[src/rtl/pipe_pkg.sv]
// -----------------------------------------------------------------------------
// pipe_pkg -- shared definitions for the pipe_stage_chain slice.
//   PIPE_MAX_DEPTH : largest supported number of pipeline stages.
//   stage_idx_t    : 3-bit stage index / small per-cycle stage count.
//   sat_add32      : 32-bit add that sticks at all-ones instead of wrapping.
// -----------------------------------------------------------------------------
package pipe_pkg;

    localparam int PIPE_MAX_DEPTH = 8;

    typedef logic [2:0] stage_idx_t;

    function automatic logic [31:0] sat_add32(input logic [31:0] a, input logic [31:0] inc);
        logic [32:0] sum;
        sum = {1'b0, a} + {1'b0, inc};
        return sum[32] ? 32'hFFFF_FFFF : sum[31:0];
    endfunction

endpackage

[src/rtl/pipe_stage_reg.sv]
// -----------------------------------------------------------------------------
// pipe_stage_reg -- one pipeline stage register (payload + valid bit).
// Ports:
//   clk, rst         : clock, asynchronous active-high reset
//   load             : capture next_data / next_valid this edge
//   bubble           : stage advances but receives nothing (valid cleared)
//   flush            : kill this stage's valid bit (wins over bubble/hold/load)
//   next_data/valid  : incoming entry from the younger stage (or pipe input)
//   data, valid      : registered stage contents
// load and bubble are never asserted together by the chain.
// -----------------------------------------------------------------------------
module pipe_stage_reg
    import pipe_pkg::*;
#(
    parameter int WIDTH = 32
) (
    input  logic             clk,
    input  logic             rst,
    input  logic             load,
    input  logic             bubble,
    input  logic             flush,
    input  logic [WIDTH-1:0] next_data,
    input  logic             next_valid,
    output logic [WIDTH-1:0] data,
    output logic             valid
);

    logic [WIDTH-1:0] data_r;
    logic             valid_r;

    // Payload: follows the load path only; flush and bubble leave it alone.
    always_ff @(posedge clk or posedge rst) begin
        if (rst) begin
            data_r <= {WIDTH{1'b0}};
        end else if (load) begin
            data_r <= next_data;
        end else begin
            data_r <= data_r;
        end
    end

    // Valid bit: flush first, then load, then bubble, otherwise hold.
    always_ff @(posedge clk or posedge rst) begin
        if (rst) begin
            valid_r <= 1'b0;
        end else if (flush) begin
            valid_r <= 1'b0;
        end else if (load) begin
            valid_r <= next_valid;
        end else if (bubble) begin
            valid_r <= 1'b0;
        end else begin
            valid_r <= valid_r;
        end
    end

    assign data  = data_r;
    assign valid = valid_r;

endmodule

[src/rtl/pipe_stage_chain.sv]
// -----------------------------------------------------------------------------
// pipe_stage_chain -- DEPTH-stage pipeline with per-stage stall and flush.
// Stage 0 is youngest, stage DEPTH-1 oldest; the oldest stage is consumed
// every cycle it is not held (no output handshake).
// Ports:
//   clk, rst     : clock, asynchronous active-high reset
//   in_valid     : entry offered to stage 0
//   in_data      : payload offered to stage 0
//   in_ready     : stage 0 accepts this cycle (combinational, = !hold[0])
//   stall        : per-stage hold request; a hold freezes every younger stage
//   flush        : per-stage kill of the valid bit; never affects the holds
//   stage_valid  : valid bit of each stage
//   stage_data   : stage i payload at [i*WIDTH +: WIDTH]
// Optional (macro PIPE_STAGE_CHAIN_PERF_EN):
//   stall_cycles : cycles with stage 0 held, saturating
//   bubble_count : bubbles inserted, saturating
// -----------------------------------------------------------------------------
module pipe_stage_chain
    import pipe_pkg::*;
#(
    parameter int WIDTH = 32,
    parameter int DEPTH = 4
) (
    input  logic                   clk,
    input  logic                   rst,
    input  logic                   in_valid,
    input  logic [WIDTH-1:0]       in_data,
    output logic                   in_ready,
    input  logic [DEPTH-1:0]       stall,
    input  logic [DEPTH-1:0]       flush,
    output logic [DEPTH-1:0]       stage_valid,
    output logic [DEPTH*WIDTH-1:0] stage_data
`ifdef PIPE_STAGE_CHAIN_PERF_EN
    ,
    output logic [31:0]            stall_cycles,
    output logic [31:0]            bubble_count
`endif
);

    // hold_s[i] = stall[i] | hold_s[i+1], written as an OR over stall[DEPTH-1:i]
    // so the chain has no combinational self-reference.
    logic [DEPTH:0]   hold_s;
    logic [DEPTH-1:0] load_s;
    logic [DEPTH-1:0] bubble_s;

    // Hold chain: an older stage's stall propagates to all younger stages.
    always_comb begin
        hold_s        = {(DEPTH+1){1'b0}};
        hold_s[DEPTH] = 1'b0;
        for (int i = 0; i < DEPTH; i++) begin
            hold_s[i] = |(stall >> i);
        end
    end

    assign in_ready = ~hold_s[0];

    for (genvar i = 0; i < DEPTH; i++) begin : g_stage
        logic [WIDTH-1:0] next_data_s;
        logic             next_valid_s;

        if (i == 0) begin : g_head
            assign load_s[i]    = ~hold_s[0];
            assign bubble_s[i]  = 1'b0;
            assign next_data_s  = in_data;
            assign next_valid_s = in_valid;
        end else begin : g_body
            // Free stage behind a held one receives a bubble instead of data.
            assign load_s[i]    = ~hold_s[i] & ~hold_s[i-1];
            assign bubble_s[i]  = ~hold_s[i] &  hold_s[i-1];
            assign next_data_s  = stage_data[(i-1)*WIDTH +: WIDTH];
            assign next_valid_s = stage_valid[i-1];
        end

        pipe_stage_reg #(
            .WIDTH (WIDTH)
        ) u_stage (
            .clk        (clk),
            .rst        (rst),
            .load       (load_s[i]),
            .bubble     (bubble_s[i]),
            .flush      (flush[i]),
            .next_data  (next_data_s),
            .next_valid (next_valid_s),
            .data       (stage_data[i*WIDTH +: WIDTH]),
            .valid      (stage_valid[i])
        );
    end

`ifdef PIPE_STAGE_CHAIN_PERF_EN
    stage_idx_t  bubbles_s;
    logic [31:0] stall_cycles_r;
    logic [31:0] bubble_count_r;

    // Number of bubbles inserted this cycle (at most DEPTH-1 <= 7).
    always_comb begin
        bubbles_s = 3'd0;
        for (int i = 0; i < DEPTH; i++) begin
            bubbles_s = bubbles_s + {2'b00, bubble_s[i]};
        end
    end

    // Saturating performance counters.
    always_ff @(posedge clk or posedge rst) begin
        if (rst) begin
            stall_cycles_r <= 32'h0000_0000;
            bubble_count_r <= 32'h0000_0000;
        end else begin
            stall_cycles_r <= sat_add32(stall_cycles_r, {31'b0, hold_s[0]});
            bubble_count_r <= sat_add32(bubble_count_r, {29'b0, bubbles_s});
        end
    end

    assign stall_cycles = stall_cycles_r;
    assign bubble_count = bubble_count_r;
`endif

endmodule

[config.mk]
export PLATFORM = sky130hd
export DESIGN_NAME = pipe_stage_chain
export DESIGN_NICKNAME = d
export VERILOG_FILES = /design/src/rtl/pipe_pkg.sv /design/src/rtl/pipe_stage_reg.sv /design/src/rtl/pipe_stage_chain.sv
export SDC_FILE = /design/constraint.sdc
export NUM_CORES = 1
export LEC_CHECK = 0
export ABC_CLOCK_PERIOD_IN_PS = 1790
export CAP_MARGIN = 20
export CORE_MARGIN = 4
export CORE_UTILIZATION = 34
export CTS_CLUSTER_SIZE = 30
export DETAILED_ROUTE_END_ITERATION = 10
export HOLD_SLACK_MARGIN = 0.1
export MAX_ROUTING_LAYER = met4
export PLACE_DENSITY_LB_ADDON = 0.25
export SETUP_SLACK_MARGIN = 0.4
export SLEW_MARGIN = 20
export SYNTH_ARGS = -nofsm -noshare
export SYNTH_HDL_FRONTEND = slang
export SYNTH_HIERARCHICAL = 1
export SYNTH_SLANG_ARGS = --single-unit
[constraint.sdc]
create_clock -name clk -period 1.79 [get_ports clk]
set_clock_uncertainty 0.05 [all_clocks]
set_input_delay 0.2685 -clock clk [delete_from_list [all_inputs] [get_ports clk]]
set_output_delay 0.2685 -clock clk [all_outputs]
set_load 0.03 [all_outputs]
==> impl_metrics.tcl, run 1 <==
set metrics [dict create \
    initial_core_util 0.348 \
    hp-class "in2async" \
    fin_util 0.493 \
    synth_most_common_cell "dfrtp_1" \
    clock_latency_ns 0.42 \
    clock-sinks 132 \
    clk_pin_slew_worst_paths_ns 0.05 \
    async_flop_share 1.00 \
    synthMuxAreaShare 0.285 \
    status "completed" \
    rows 44 \
    dieArea_mm2 0.0169 \
    finalNetCount 540 \
    dr.pass1.iters 4 \
    grt.overflow.total 0 \
    yosys.area_share.simple 0.0203 \
    syn_to_final_growth_pct 41.6 \
    yosys.area_share.adder 0 \
    hold_viol 0 \
    cp.depth 4 \
    hpwl_um 8900 \
    cts_tree "built" \
    rrSetupSlack_ns 0.79 \
    grt_pass1_vias 3518 \
    wl_um 13000 \
    pre_cts_ws_ns -0.264 \
    slew_viol_final 0 \
    rsz0062_at_grt "no" \
    vias_per_cell 4.70 \
    synth_nets 346 \
    n_fill_cell 1329 \
    finalSetupViolCount 0 \
    ctsHoldBuffers 0 \
    synthXorXnorAreaFrac 0 \
    ys_warn_count 6 \
    ys_top_cells_by_count "132 x dfrtp_1, 128 x mux2_2, 15 x buf_4" \
    die_y_um 130 \
    fin_ws_ns 0.447 \
    grt_pass1_wl_um 20000 \
    synth_area_leader_cell "dfrtp_1" \
    wire_per_inst_um 18.8 \
    worstPathCellList "buf_4 -> nor4_4 -> buf_12 -> buf_8" \
    cts_buffer_depth 2 \
    avgSynthCellArea_um2 16.7 \
    synthCells 303 \
    final_antenna_net_count 0 \
    path_delay_family "buffers and inverters" \
    powerDensity_mw_per_mm2 1860 \
    ys_types 15 \
    design.core.area_mm2 0.0145 \
    clockRootBuffer "clkbuf_16" \
    io_pins 176 \
    startpoint_type "input port" \
    synth.top_cell.area_share 0.653 \
    drv_cap 0 \
    cp_data_required_time_ns 1.47 \
    io_buffers 175 \
    place_congestion 0.731 \
    htreeDepth 4 \
    peakVddDrop_uv 790 \
    reg2reg_depth 2 \
    synth_top_family_by_area "multiplexers" \
    ys.flop_type "dfrtp_1" \
    antenna_found_initial 0 \
    cp.arrival_ns 1.02 \
    critPathKind "in2out" \
    period_needed_ns 1.34 \
    grt_start_max_net_pins 35 \
    multi_input_area_mm2 0.00163 \
    syn_area_mm2 0.00506 \
    fp.dieW_um 130 \
    cp_max_fo 4 \
    drc 0 \
    vias 3259 \
    layout-drive-gt1-share 0.637 \
    cp_slowest_cell "nor4_4" \
    diodes 0 \
    critPathBufInv 3 \
    leakage_nw 3.38 \
    post-route-period-util 0.750 \
    synth_seq_cells 132 \
    holdWs_ns 0.192 \
    drt_iter0_markers 98 \
    seq_area_mm2 0.00330 \
    synthTopCellsByArea "dfrtp_1 65%, mux2_2 28%, buf_4 2.2%" \
    grt_use_total 0.165 \
    fmax_mhz 745 \
    ys_seq_area_frac 0.653 \
    numCtsBuffers 17 \
    synth_edf_count 0 \
    synth_compound_area_frac 0.00693 \
    endpoint_kind "primary output" \
    slowest_delay_ns 0.34 \
]
-- cells in the final DEF (no fill, tap or decap) --
cell type | Yosys | final
buf_4 | 15 | 8
nor3b_1 | 1 | 1
buf_2 | 0 | 131
nor2_4 | 0 | 1
clkdlybuf4s50_1 | 0 | 38
dfrtp_1 | 132 | 132
clkinv_4 | 0 | 2
clkbuf_1 | 0 | 1
nor4_4 | 0 | 2
clkinv_1 | 0 | 4
inv_6 | 0 | 1
nand2_1 | 4 | 4
clkinv_2 | 0 | 3
clkbuf_16 | 0 | 17
nor4b_2 | 1 | 1
mux2_2 | 128 | 128
buf_8 | 0 | 1
a21oi_2 | 4 | 4
bufinv_16 | 0 | 3
buf_6 | 4 | 2
clkbuf_8 | 0 | 2
nor3_2 | 0 | 1
clkinvlp_4 | 0 | 3
clkbuf_4 | 0 | 1
conb_1 | 1 | 1
or3b_1 | 4 | 4
clkbuf_2 | 0 | 2
and2b_2 | 1 | 1
buf_16 | 0 | 1
buf_12 | 0 | 10
-- worst reg2reg max path: cells and delay by family (launching register included) --
family	cells	cell delay, ns
and+or+nand+nor	1	0.38
DFF	1	0.37
AOI/OAI and AO/OA	1	0.14
-- routing by layer --
layer,global-route usage,up-vias,routed length (µm),share of wire
met2,0.261,120,6400,0.49
met3,0.0671,17,1120,0.086
met5,-,-,0,0
met1,0.193,1647,5320,0.41
met4,0.0526,0,184,0.014
li1,-,1475,-,-
-- cells by family (layout without fill, tap and decap cells) --
family	Yosys count	after routing
flip-flops	132	132
multiplexers	128	128
buffers and inverters	23	230
AND/OR/NAND/NOR	15	15
AO/OA/AOI/OAI	4	4
other	1	1
-- per-stage QoR --
step                power, mW  instances  instance area, µm²  setup TNS [ns]
floorplan                8.15        303                5090               0
global placement         10.9        659                7170          -24.38
global route             14.0        694                7160               0
CTS                      13.5        694                7160               0
detailed placement       11.0        659                7170          -29.97
finish                   13.4        694                7160               0
-- worst paths after layout --
kind                                               endpoint                         from
worst min-delay path               g_stage[1].u_stage/valid                          rst
min in group clk                   g_stage[2].u_stage/valid                     stall[2]
max in group asynchronous       g_stage[3].u_stage/data[16]                          rst
worst max register to register     g_stage[0].u_stage/valid     g_stage[0].u_stage/valid
worst max-delay path                               in_ready                     stall[1]
worst min register to register  g_stage[3].u_stage/data[20]  g_stage[3].u_stage/data[20]
-- power breakdown --
group | switching (mW) | internal (mW)
logic | 3.25 | 1.73
registers | 0.743 | 4.11
clock network | 1.27 | 2.26
-- timing repair --
| action | 4_1_cts | 5_1_grt |
|---|---|---|
| gates resized for setup | 672 | 14 |
| pin swaps | 1 | 1 |
| endpoints found under the setup margin | 265 | 34 |
| setup buffers | 2 | 0 |
| gates cloned | 1 | 0 |
-- flip-flops by register name (all words and copies together), names as in the netlist --
name	cells
g_stage.u_stage/data	128
g_stage.u_stage/valid	4
-- final cells by class --
type / instances / share of cell area
tap: 184 / 0.0321
multi-input combinational: 148 / 0.227
clock buffer: 20 / 0.0638
sequential: 132 / 0.461
timing repair buffer: 194 / 0.192
clock inverter: 12 / 0.0215
inverter: 4 / 0.00210
(Power assumes the default switching activity.)
==> inputs of run 2 (changes only) <==
--- a/config.mk
+++ b/config.mk
@@ -5,7 +5,7 @@
 export SDC_FILE = /design/constraint.sdc
 export NUM_CORES = 1
 export LEC_CHECK = 0
-export ABC_CLOCK_PERIOD_IN_PS = 1790
+export ABC_CLOCK_PERIOD_IN_PS = 1200
 export CAP_MARGIN = 20
 export CORE_MARGIN = 4
 export CORE_UTILIZATION = 34
==> constraint.sdc (replaced) <==
create_clock -name clk -period 1.2 [get_ports clk]
set_clock_uncertainty 0.05 [all_clocks]
set_input_delay 0.18 -clock clk [delete_from_list [all_inputs] [get_ports clk]]
set_output_delay 0.18 -clock clk [all_outputs]
set_load 0.03 [all_outputs]
==> run 2 against run 1 <==
  * The flow now finishes with violations (setup timing)
  * Register-to-register slack lost 0.71 ns
  * Count of clock-buffer cells in the layout unchanged
  * Routed wire length increased by 40%
  * Worst setup slack worse by 0.58 ns
  * Die area unchanged
  * Hold slack better by 0.064 ns
  * Global-route usage rose by 5.5 points
  * Critical endpoint is now g_stage[2].u_stage/data[10]
  * Largest power group unchanged
==> impl_metrics.tcl, run 2 (synthesis gave the netlist of run 1 again) <==
set metrics [dict create \
    status "complete, but fails checks" \
    violations "setup timing" \
    wire_per_inst_um 20.6 \
    cp.arrival_ns 1.58 \
    cts_tree "built" \
    wl_um 18300 \
    drc 0 \
    leakage_nw 5.18 \
    grt_use_total 0.220 \
    post-route-period-util 1.11 \
    finalNetCount 736 \
    period_needed_ns 1.33 \
    io_buffers 175 \
    slew_viol_final 0 \
    cp_data_required_time_ns 1.45 \
    vias 4072 \
    setup-tns-final_ns -3.92 \
    hold_viol 0 \
    internal_power_mw 18.2 \
    ctsHoldBuffers 0 \
    drt_iter0_markers 171 \
    grt.overflow.total 0 \
    p_sw_mw 9.59 \
    rows 44 \
    fin_ws_ns -0.134 \
    cp_slowest_cell "mux2_4" \
    wl_met2_um 10000 \
    io_pins 176 \
    worstPathCellList "buf_6 -> buf_6 -> buf_6 -> buf_6 -> nor3_4 -> buf_6 -> buf_12 -> clkbuf_16 -> mux2_4" \
    clock_latency_ns 0.41 \
    fmax_mhz 750 \
    dr_wl_met3_um 699 \
    syn_to_final_growth_pct 110 \
    powerDensity_mw_per_mm2 2620 \
    grt_pass1_vias 4349 \
    clock-sinks 132 \
    mostFrequentLayoutCells "156 x buf_4, 150 x buf_6, 128 x mux2_4" \
    critPathKind "in2reg" \
    grt_start_max_net_pins 34 \
    drv_cap 0 \
    die_y_um 130 \
    diodes 0 \
    pre_cts_ws_ns -0.722 \
    critPathBufInv 7 \
    hpwl_um 9830 \
    place_congestion 0.791 \
    final_antenna_net_count 0 \
    seqPwrFrac 0.274 \
    clkPwrFrac 0.217 \
    cpMostUsedCell "buf_6" \
    htreeDepth 4 \
    clockRootBuffer "clkbuf_16" \
    switching_share 0.345 \
    clk_pin_slew_worst_paths_ns 0.06 \
    fp.dieW_um 130 \
    layout-drive-gt1-share 0.762 \
    rsz0062_at_grt "yes" \
    initial_core_util 0.348 \
    comb_power_share 0.509 \
    cts_buffer_depth 2 \
    vias_per_cell 4.58 \
    final_common_cell "buf_4" \
    hp-class "in2reg" \
    design.core.area_mm2 0.0145 \
    cp_max_fo 5 \
    finalSetupViolCount 92 \
    dr.pass1.iters 4 \
    antenna_found_initial 0 \
    n_fill_cell 884 \
    highest_layer "met4" \
    fin_util 0.731 \
    numCtsBuffers 17 \
    slowest_delay_ns 0.30 \
    startpoint_type "input port" \
    path_delay_family "buffers and inverters" \
    drt-met1-wl_um 7420 \
    peakVddDrop_uv 1490 \
    endpoint_kind "flop" \
    grt_pass1_wl_um 26400 \
    largest_reg_flops 128 \
    dieArea_mm2 0.0169 \
]
-- run 2: cell types whose count changed in the layout (fill, tap and decap cells not counted), sizes merged --
cell / delta
clkinvlp: +3
clkbuf: -2
bufinv: +3
clkinv: -7
inv: +1
buf: +198
-- run 2: metal layers --
metal,global-route usage,up-vias
met5,-,-
li1,-,1846
met2,0.382,113
met4,0.0507,0
met1,0.259,2102
met3,0.0516,11
-- run 2: stage by stage --
stage	cells	hold WS [ns]	instance area, µm²	total power [mW]
6_report	890	0.256	10600	27.8
5_1_grt	890	0.249	10600	28.8
4_1_cts	859	0.235	10300	27.2
3_5_place_dp	668	0.449	7360	17.2
3_3_place_gp	668	0.447	7360	17.0
2_1_floorplan	303	0.0645	5570	13.1
-- run 2: power by group through the flow --
stage	Combinational [mW]	Sequential [mW]	Clock, mW
6_report	14.1	7.62	6.04
5_1_grt	14.7	7.78	6.33
4_1_cts	13.5	7.55	6.15
3_5_place_dp	9.42	7.77	0
3_3_place_gp	9.34	7.69	0
2_1_floorplan	2.51	10.6	0
-- run 2: path summary, 6_finish.rpt --
kind | startpoint | endpoint | slack, ns | depth (start not counted)
max | stall[3] | g_stage[2].u_stage/data[10] | -0.13 | 9
min | flush[1] | g_stage[1].u_stage/valid | 0.26 | 2
max reg2reg | g_stage[2].u_stage/data[7] | g_stage[2].u_stage/data[7] | 0.08 | 3
min reg2reg | g_stage[3].u_stage/data[15] | g_stage[3].u_stage/data[15] | 0.50 | 1
max in group asynchronous | rst | g_stage[3].u_stage/valid | 0.53 | 3
min in group asynchronous | rst | g_stage[1].u_stage/data[14] | 0.36 | 3
-- run 2: final cells by class --
cell class,count,area [µm²],area share
repair buffers,390,4240,0.399
flip-flops and latches,132,3310,0.312
multi-input cells,148,2120,0.200
clock buffers,20,467,0.0439
well taps,184,230,0.0217
clock inverters,12,223,0.0210
inverters,4,30.0,0.00283
-- run 2: worst reg2reg max path, delay by kind of cell (launching register included) --
family,cells,cell delay [ns]
flip-flops,1,0.43
buffers and inverters,2,0.27
multiplexers,1,0.26
-- run 2: what timing repair did --
action,in CTS,in global routing
pin swaps,11,7
hold endpoints to repair,0,0
buffers inserted,145,30
setup endpoints to repair,265,265
cloned,14,1
resized for setup,223,8
